### config.mk
export PLATFORM = sky130hd
export DESIGN_NAME = sync_fifo_fwft
export DESIGN_NICKNAME = d
export VERILOG_FILES = /design/src/rtl/fifo_pkg.sv /design/src/rtl/fifo_mem.sv /design/src/rtl/sync_fifo_fwft.sv
export SDC_FILE = /design/constraint.sdc
export NUM_CORES = 1
export LEC_CHECK = 0
export BUFFER_PORTS_ARGS = -buffer_cell sky130_fd_sc_hd__buf_2
export CAP_MARGIN = 10
export CORE_MARGIN = 3
export CORE_UTILIZATION = 26
export DETAILED_ROUTE_END_ITERATION = 6
export PLACE_DENSITY = 0.48
export SYNTH_ARGS = -nofsm -noshare
export SYNTH_HDL_FRONTEND = slang
export SYNTH_HIERARCHICAL = 1
export SYNTH_SLANG_ARGS = --single-unit
### constraint.sdc
create_clock -name clk -period 3.7 [get_ports clk]
set_clock_uncertainty 0.1 [all_clocks]
set_input_delay 0.74 -clock clk [delete_from_list [all_inputs] [get_ports clk]]
set_output_delay 0.74 -clock clk [all_outputs]
set_load 0.01 [all_outputs]
### src/rtl/fifo_pkg.sv
// Constants shared by the synchronous and asynchronous FIFOs.
// Selects between standard registered read and first-word fall-through.
package fifo_pkg;

  localparam int MODE_STD  = 0;
  localparam int MODE_FWFT = 1;

endpackage : fifo_pkg

### src/rtl/fifo_mem.sv
// FIFO storage: one registered write port and an asynchronous read port.
// Stored words are not reset; the FIFO pointers decide what is valid.
module fifo_mem #(
  parameter int DATA_WIDTH = 8,
  parameter int DEPTH      = 16,
  parameter int ADDR_WIDTH = $clog2(DEPTH)
) (
  input  logic                  clk,
  input  logic                  wr_en,
  input  logic [ADDR_WIDTH-1:0] wr_addr,
  input  logic [DATA_WIDTH-1:0] wr_data,
  input  logic [ADDR_WIDTH-1:0] rd_addr,
  output logic [DATA_WIDTH-1:0] rd_data
);

  logic [DATA_WIDTH-1:0] mem_q [DEPTH];

  always_ff @(posedge clk) begin
    if (wr_en) begin
      mem_q[wr_addr] <= wr_data;
    end
  end

  assign rd_data = mem_q[rd_addr];

endmodule : fifo_mem

### src/rtl/sync_fifo_fwft.sv
// Single-clock FIFO with count, registered status flags, error pulses and
// either a registered read port or a first-word fall-through read port.
module sync_fifo_fwft
  import fifo_pkg::*;
#(
  parameter int  DATA_WIDTH  = 8,
  parameter int  FIFO_DEPTH  = 16,
  parameter int  FIFO_AFULL  = FIFO_DEPTH - 1,
  parameter int  FIFO_AEMPTY = 1,
  parameter int  FWFT        = 0,
  localparam int ADDR_WIDTH  = $clog2(FIFO_DEPTH)
) (
  input  logic                  clk,
  input  logic                  rst_n,
  input  logic                  wr_en,
  input  logic [DATA_WIDTH-1:0] wr_data,
  input  logic                  rd_en,
  output logic [DATA_WIDTH-1:0] rd_data,
  output logic                  full,
  output logic                  empty,
  output logic                  afull,
  output logic                  aempty,
  output logic [ADDR_WIDTH:0]   fifo_cnt,
  output logic                  wr_err,
  output logic                  rd_err
);

  localparam logic [ADDR_WIDTH:0] DEPTH_CNT  = (ADDR_WIDTH + 1)'(FIFO_DEPTH);
  localparam logic [ADDR_WIDTH:0] AFULL_CNT  = (ADDR_WIDTH + 1)'(FIFO_AFULL);
  localparam logic [ADDR_WIDTH:0] AEMPTY_CNT = (ADDR_WIDTH + 1)'(FIFO_AEMPTY);
  localparam logic                AFULL_RST  = (AFULL_CNT == '0);
  localparam logic                IS_FWFT    = (FWFT == MODE_FWFT);

  logic [ADDR_WIDTH:0]   wr_ptr_q, wr_ptr_d;
  logic [ADDR_WIDTH:0]   rd_ptr_q, rd_ptr_d;
  logic [ADDR_WIDTH:0]   cnt_q, cnt_d;
  logic                  full_q, full_d;
  logic                  empty_q, empty_d;
  logic                  afull_q, afull_d;
  logic                  aempty_q, aempty_d;
  logic                  wr_err_q, wr_err_d;
  logic                  rd_err_q, rd_err_d;
  logic [DATA_WIDTH-1:0] rd_data_q, rd_data_d;
  logic [DATA_WIDTH-1:0] head_data;
  logic                  wr_vld;
  logic                  rd_vld;

  fifo_mem #(
    .DATA_WIDTH (DATA_WIDTH),
    .DEPTH      (FIFO_DEPTH),
    .ADDR_WIDTH (ADDR_WIDTH)
  ) u_mem (
    .clk     (clk),
    .wr_en   (wr_vld),
    .wr_addr (wr_ptr_q[ADDR_WIDTH-1:0]),
    .wr_data (wr_data),
    .rd_addr (rd_ptr_q[ADDR_WIDTH-1:0]),
    .rd_data (head_data)
  );

  assign wr_vld = wr_en && !full_q;
  assign rd_vld = rd_en && !empty_q;

  // Flags are derived from the next count so they line up with fifo_cnt.
  always_comb begin
    wr_ptr_d  = wr_ptr_q;
    rd_ptr_d  = rd_ptr_q;
    cnt_d     = cnt_q;
    rd_data_d = rd_data_q;

    if (wr_vld) begin
      wr_ptr_d = wr_ptr_q + 1'b1;
    end
    if (rd_vld) begin
      rd_ptr_d  = rd_ptr_q + 1'b1;
      rd_data_d = head_data;
    end

    case ({wr_vld, rd_vld})
      2'b10:   cnt_d = cnt_q + 1'b1;
      2'b01:   cnt_d = cnt_q - 1'b1;
      default: cnt_d = cnt_q;
    endcase

    full_d   = (cnt_d == DEPTH_CNT);
    empty_d  = (cnt_d == '0);
    afull_d  = (cnt_d >= AFULL_CNT);
    aempty_d = (cnt_d <= AEMPTY_CNT);
    wr_err_d = wr_en && full_q;
    rd_err_d = rd_en && empty_q;
  end

  always_ff @(posedge clk or negedge rst_n) begin
    if (!rst_n) begin
      wr_ptr_q  <= '0;
      rd_ptr_q  <= '0;
      cnt_q     <= '0;
      full_q    <= 1'b0;
      empty_q   <= 1'b1;
      afull_q   <= AFULL_RST;
      aempty_q  <= 1'b1;
      wr_err_q  <= 1'b0;
      rd_err_q  <= 1'b0;
      rd_data_q <= '0;
    end else begin
      wr_ptr_q  <= wr_ptr_d;
      rd_ptr_q  <= rd_ptr_d;
      cnt_q     <= cnt_d;
      full_q    <= full_d;
      empty_q   <= empty_d;
      afull_q   <= afull_d;
      aempty_q  <= aempty_d;
      wr_err_q  <= wr_err_d;
      rd_err_q  <= rd_err_d;
      rd_data_q <= rd_data_d;
    end
  end

  // Fall-through mode exposes the head word directly while data is present.
  assign rd_data  = (IS_FWFT && !empty_q) ? head_data : rd_data_q;
  assign full     = full_q;
  assign empty    = empty_q;
  assign afull    = afull_q;
  assign aempty   = aempty_q;
  assign fifo_cnt = cnt_q;
  assign wr_err   = wr_err_q;
  assign rd_err   = rd_err_q;

endmodule : sync_fifo_fwft
==> metrics.md, run 1 <==
| Metric | Value |
|---|---|
| Setup_tns | `0 ps` |
| Area leader, netlist | `edfxtp_1` |
| Hold WC Path Type | `input port to asynchronous set/reset pin` |
| Worst slew pin tran | `942 ps` |
| Slowest stage delay, CP | `between 500 and 600 ps` |
| DR WL/cell | `about 18 microns` |
| Die area | `0.0260 sq mm` |
| Crit-path leading delay family | `simple AND/OR/NAND/NOR gates` |
| Final Core Density | `31.5%` |
| Grt met2 use | `16.8%` |
| Area after DPL | `0.00683 sq mm` |
| Setup violators final | `0` |
| Root Buffer | `clkbuf_16` |
| Final Critical Period | `2670 ps` |
| Unique masters post-synth | `47` |
| Clock transition at path regs | `70 ps` |
| Met3 Track Usage GR | `between 3 and 4%` |
| Worst-path maximum fanout | `7` |
| Pwr Density | `790 mW/mm^2` |
| Design Area, Final | `~0.0074 sq mm` |
| Row cnt | `56` |
| Ys Warns | `6` |
| Initial DRC count | `197` |
| Max_cap viols | `0` |
| Critical Path AT | `~2900 ps` |
| Post-Syn Nets | `355` |
| CP Launch Type | `flip-flop` |
| Hold Buf Count CTS | `0` |
| CTS H-Tree Depth | `4` |
| Share of layout cells above drive strength 1 | `26.6%` |
| Post-DP HPWL | `8.25 mm` |
| Height of the die | `161 microns` |
| Max-slew violations | `0` |
| Final wirelength | `13.2 mm` |
| Routing usage on met1 | `around 14%` |
| Post-synth EDFFs | `128` |
| Fmax | `0.374 GHz` |
| Worst path bufs/invs | `1` |
| Vias in the first global route | `3350` |
| Antenna diodes | `0` |
| Final period util | `72.2%` |
| Crit end category | `flip-flop` |
| Required @ worst endpoint | `around 3900 ps` |
| Leak | `2.61 nW` |
| Area contributors post-synth | `edfxtp_1 61%, dfrtp_1 10%, mux4_2 6.5%, mux4_1 5.9%, nand2_1 2.6%` |
| Cell Area, Synth | `around 0.0063 sq mm` |
| Status | `complete, no violations` |
| Max Root-Sink Buffers | `2` |
| CP Cell Sequence | `nand2b_2 -> clkinv_1 -> nand2_1 -> xnor2_1 -> ha_1 -> or3b_1 -> nand4_1 -> a21oi_1 -> xor2_1 -> nor4b_1` |
| Commonest cells post-synth | `128 x edfxtp_1, 43 x nand2_1, 25 x dfrtp_1, 18 x mux4_2, 16 x a22oi_1` |
| Commonest register cell after synthesis | `edfxtp_1` |
| Final hold violations | `0` |
| Num Clock Sinks | `around 160` |
| Total CTS buffers | `17` |
| Synthesis-to-finish area growth | `18.7%` |
| Cts repair resizes | `0` |
| Max-slew headroom | `37.0%` |
| Post-synth ARST share | `~17%` |
| Crit Path Class | `flip-flop to flip-flop` |
| Mapped Cells | `339` |
| Tot Pwr | `~0.0059 W` |
| Synth top area share | `61.4%` |
| RSZ-0062 raised after global routing | `false` |
| Sequential fraction of the synthesis area | `72.3%` |
| Via density | `4.47` |
| Congestion Overflow GR | `0` |
| CTS tree | `done` |
| Skew-Pair Late Insertion Delay | `420 ps` |
| # DRC | `0` |
| Mean Syn Cell Area | `18.5 sq um` |
| Core area | `0.0235 sq mm` |
| FILL cells | `2336` |
| IO Count | `31` |
| Synth Register Bits | `155` |
| ANT nets after route | `0` |
| DIE WIDTH | `roughly 160 microns` |
| Global-route wire length before repair | `20.4 mm` |
| Setup Buffers After CTS | `0` |
| Number of port buffers | `30` |
| Gpl congestion | `around 0.74` |
| Initial antenna violation count | `0` |
| Worst vdd rail ir drop | `0.258 mV` |
| NumNets Final | `405` |
| Most common cell in the netlist | `edfxtp_1` |
| Pin count of the biggest net entering global routing | `36` |
| Vias | `3223` |
| Overall Global Routing Usage | `10.7%` |
| Starting density of the core | `26.6%` |
| Initial DRT Pass Iterations | `4` |
| Slowest-stage cell, CP | `dfstp_2` |
| GRT busiest layer | `met2` |
cells by family after synthesis:
family / count (synthesis) / share of synthesized area (%)
and+or+nand+nor: 87 / 6.60
buffers and inverters: 20 / 2.22
AOI/OAI and AO/OA: 29 / 3.76
xor gates and xnor gates: 12 / 2.02
muxes: 32 / 12.4
DFF: 155 / 72.3
adders and majority gates: 4 / 0.800
path summary, 6_finish.rpt:
check,depth (start not counted),from,slack (ps),to
max in group asynchronous,1,rst_n,2750,rd_ptr_q[0]$_DFFE_PN0P_
max,10,empty$_DFF_PN1_,1030,full$_DFF_PN0_
min in group clk,2,rd_data[4]$_DFFE_PN0P_,370,rd_data[4]$_DFFE_PN0P_
min,1,rst_n,260,fifo_cnt[4]$_DFF_PN0_
min reg2reg,2,rd_data[4]$_DFFE_PN0P_,370,rd_data[4]$_DFFE_PN0P_
max reg2reg,10,empty$_DFF_PN1_,1030,full$_DFF_PN0_
power by group:
group / switching, W / internal [W]
Combinational: 0.000916 / 0.000768
Sequential: 0.000243 / 0.00220
Clock: 0.000713 / 0.00103
metal layers:
layer / routed length, microns / up-vias / share of wire [%]
li1: - / 1444 / -
met1: 5900 / 1676 / 45
met5: 0 / - / 0
met2: 6350 / 88 / 48
met4: 178 / 0 / 1.3
met3: 797 / 15 / 6.0
cell usage in the layout (no fill, tap or decap), types with 3 or more instances in the layout:
| cell | count |
|---|---|
| dfrtp_1 | 24 |
| mux4_1 | 14 |
| ha_1 | 4 |
| buf_2 | 30 |
| clkbuf_16 | 17 |
| nor3_1 | 6 |
| xnor2_1 | 8 |
| a22oi_1 | 16 |
| inv_6 | 3 |
| buf_4 | 16 |
| nor2_1 | 13 |
| edfxtp_1 | 128 |
| a21oi_1 | 3 |
| nand2b_1 | 4 |
| nand2_1 | 43 |
| clkinvlp_4 | 3 |
| inv_8 | 3 |
| nand4_1 | 4 |
| and2_1 | 3 |
| mux4_2 | 18 |
per-stage QoR:
step / std cells / setup WS [ps] / hold slack (ps)
floorplan: 339 / 978 / 344
global placement: 689 / 831 / 365
detailed placement: 689 / 724 / 361
CTS: 721 / 1020 / 272
global route: 721 / 827 / 292
finish: 721 / 1030 / 262
flip-flops by register name, summed over array words and instances, names as in the netlist, 4 cells and up:
name and cells:
u_mem/mem_q 128, fifo_cnt 5, wr_ptr_q 4, rd_data 8, rd_ptr_q 4
area by class of cell:
class                           count  area (sq um)  share of cell area, %
Clock buffer                       19           443                   5.96
Clock inverter                     13           156                   2.11
Inverter                            4          16.3                  0.219
Multi-Input combinational cell    164          1600                   21.5
Sequential cell                   155          4520                   60.9
Tap cell                          319           399                   5.37
Timing Repair Buffer               47           290                   3.91
(Power assumes the default switching activity.)
==> inputs of run 2 (changes only) <==
clock period = 2.5 ns   (was 3.7 ns; I/O delays follow)
==> run 2 against run 1 <==
Against the previous run: combinational power increased by 70%; first-iteration DRC count is 36% higher; flip-flop and latch count unchanged; design area is 2.2% higher; clock power increased by 41%; setup slack worse by 880 ps; core utilization increased by 0.69 points; critical path depth up 1; highest routed layer unchanged; sequential power is 46% higher; sequential share of layout area down 1.3 points; routed wire length decreased by 1.2%.
==> metrics.md, run 2 (synthesized netlist as in run 1, its figures left out) <==
| Metric | Value |
|---|---|
| Skew-Pair Late Insertion Delay | `430 ps` |
| Row cnt | `56` |
| Post-route setup slack | `153 ps` |
| Max-slew headroom | `53.1%` |
| FF+latch area | `0.00452 sq mm` |
| ANT nets after route | `0` |
| Tot Pwr | `0.00887 W` |
| Critical Path AT | `2580 ps` |
| Worst vdd rail ir drop | `0.426 mV` |
| IO Count | `31` |
| Congestion Overflow GR | `0` |
| Gpl congestion | `0.695` |
| Number of flip-flops in the largest register | `128` |
| Starting density of the core | `approximately a quarter` |
| Slowest stage delay, CP | `530 ps` |
| Clock transition at path regs | `60 ps` |
| NumNets Final | `417` |
| Share of layout cells above drive strength 1 | `31.9%` |
| Die area | `0.0260 sq mm` |
| DIE WIDTH | `161 microns` |
| Crit-path leading delay family | `simple AND/OR/NAND/NOR gates` |
| CTS H-Tree Depth | `4` |
| Hold WC Path Type | `input port to asynchronous set/reset pin` |
| Most flop-heavy register | `u_mem/mem_q` |
| Final hold violations | `0` |
| Final Critical Period | `around 2300 ps` |
| Pwr Density | `1170 mW/mm^2` |
| Crit end category | `flip-flop` |
| Initial antenna violation count | `0` |
| Root Buffer | `clkbuf_16` |
| Post-DP HPWL | `8.42 mm` |
| Setup violators final | `0` |
| Hold Buf Count CTS | `0` |
| Total CTS buffers | `17` |
| Pin count of the biggest net entering global routing | `36` |
| Global-route wire length before repair | `20.2 mm` |
| Slowest-stage cell, CP | `dfstp_2` |
| Fmax | `0.426 GHz` |
| Number of port buffers | `30` |
| Crit Path Class | `flip-flop to flip-flop` |
| Commonest non-fill, non-tap cell in the layout | `edfxtp_1` |
| Multi-input logic area | `0.00169 sq mm` |
| Max_cap viols | `0` |
| Initial DRT Pass Iterations | `4` |
| Vias | `3234` |
| Max-slew violations | `0` |
| Setup_tns | `0 ps` |
| RSZ-0062 raised after global routing | `false` |
| Max Root-Sink Buffers | `2` |
| FILL cells | `2327` |
| # DRC | `0` |
| Final period util | `93.9%` |
| Final wirelength | `approximately 13 mm` |
| Initial DRC count | `267` |
| Core area | `0.0235 sq mm` |
| Worst-path maximum fanout | `5` |
| Required @ worst endpoint | `2730 ps` |
| Leak | `2.69 nW` |
| Most frequent cells in the layout | `128 x edfxtp_1, 42 x nand2_1, 30 x buf_2` |
| CP Launch Type | `flip-flop` |
| Status | `complete, no violations` |
| Pre-CTS WS | `-10.0 ps` |
| Vias in the first global route | `3390` |
| Overall Global Routing Usage | `10.6%` |
| DR WL/cell | `17.8 microns` |
| Antenna diodes | `0` |
| CP Cell Sequence | `nand2b_4 -> inv_4 -> nand2_4 -> xnor2_2 -> ha_2 -> or3b_1 -> nand4_1 -> a21oi_2 -> xor2_2 -> buf_4 -> nor4_2` |
| Via density | `4.41` |
| Worst path bufs/invs | `2` |
| Worst slew pin tran | `702 ps` |
| CTS tree | `done` |
| Synthesis-to-finish area growth | `21.3%` |
| Height of the die | `~160 microns` |
| Num Clock Sinks | `155` |
-- run 2: cell types whose count changed in the layout (fill, tap and decap cells not counted), sizes merged --
cell and change:
bufinv -1, buf +12, clkbuf -1, clkinv +3
inv -1
-- run 2: repair_timing --
item	CTS	global route
buffers inserted	0	1
resized for setup	0	17
setup endpoints to repair	0	3
-- run 2: path summary, 6_finish.rpt --
path | start | end | slack [ps] | depth (start not counted)
worst min-delay path | rst_n | fifo_cnt[2]$_DFF_PN0_ | 20 | 1
worst min register to register | rd_data[0]$_DFFE_PN0P_ | rd_data[0]$_DFFE_PN0P_ | 370 | 2
worst max register to register | empty$_DFF_PN1_ | aempty$_DFF_PN1_ | 150 | 11
min in group clk | wr_en | wr_err$_DFF_PN0_ | 210 | 2
worst max-delay path | empty$_DFF_PN1_ | aempty$_DFF_PN1_ | 150 | 11
max in group asynchronous | rst_n | rd_ptr_q[0]$_DFFE_PN0P_ | 1800 | 1
-- run 2: per-stage QoR --
stage,std cells,cell area [sq um],util [%],hold WS [ps]
final,733,7590,32.2,18.1
after global routing,733,7590,32.2,63.7
after CTS,732,7490,31.8,38.6
after detailed placement,700,6920,29.4,360
after global placement,700,6920,29.4,364
after floorplan,339,6260,-,104
-- run 2: power by group --
group / switching (W) / internal, W / leakage (nW)
Sequential: 0.000318 / 0.00325 / 1.48
Clock: 0.00106 / 0.00139 / 0.269
Combinational: 0.00153 / 0.00132 / 0.934
-- run 2: layout make-up --
type | instances | area share [%]
Clock buffer | 18 | 5.66
Clock inverter | 14 | 1.85
Inverter | 4 | 0.247
Multi-Input combinational cell | 164 | 22.2
Sequential cell | 155 | 59.6
Tap cell | 319 | 5.26
Timing Repair Buffer | 59 | 5.18
-- run 2: per-layer routing --
metal | vias to the layer above | track usage, % | wire, microns
met2 | 67 | 16.6 | 6160
met4 | 0 | 3.79 | 182
met1 | 1686 | 14.1 | 6240
met5 | - | 0 | 0
li1 | 1469 | - | -
met3 | 12 | 3.05 | 495
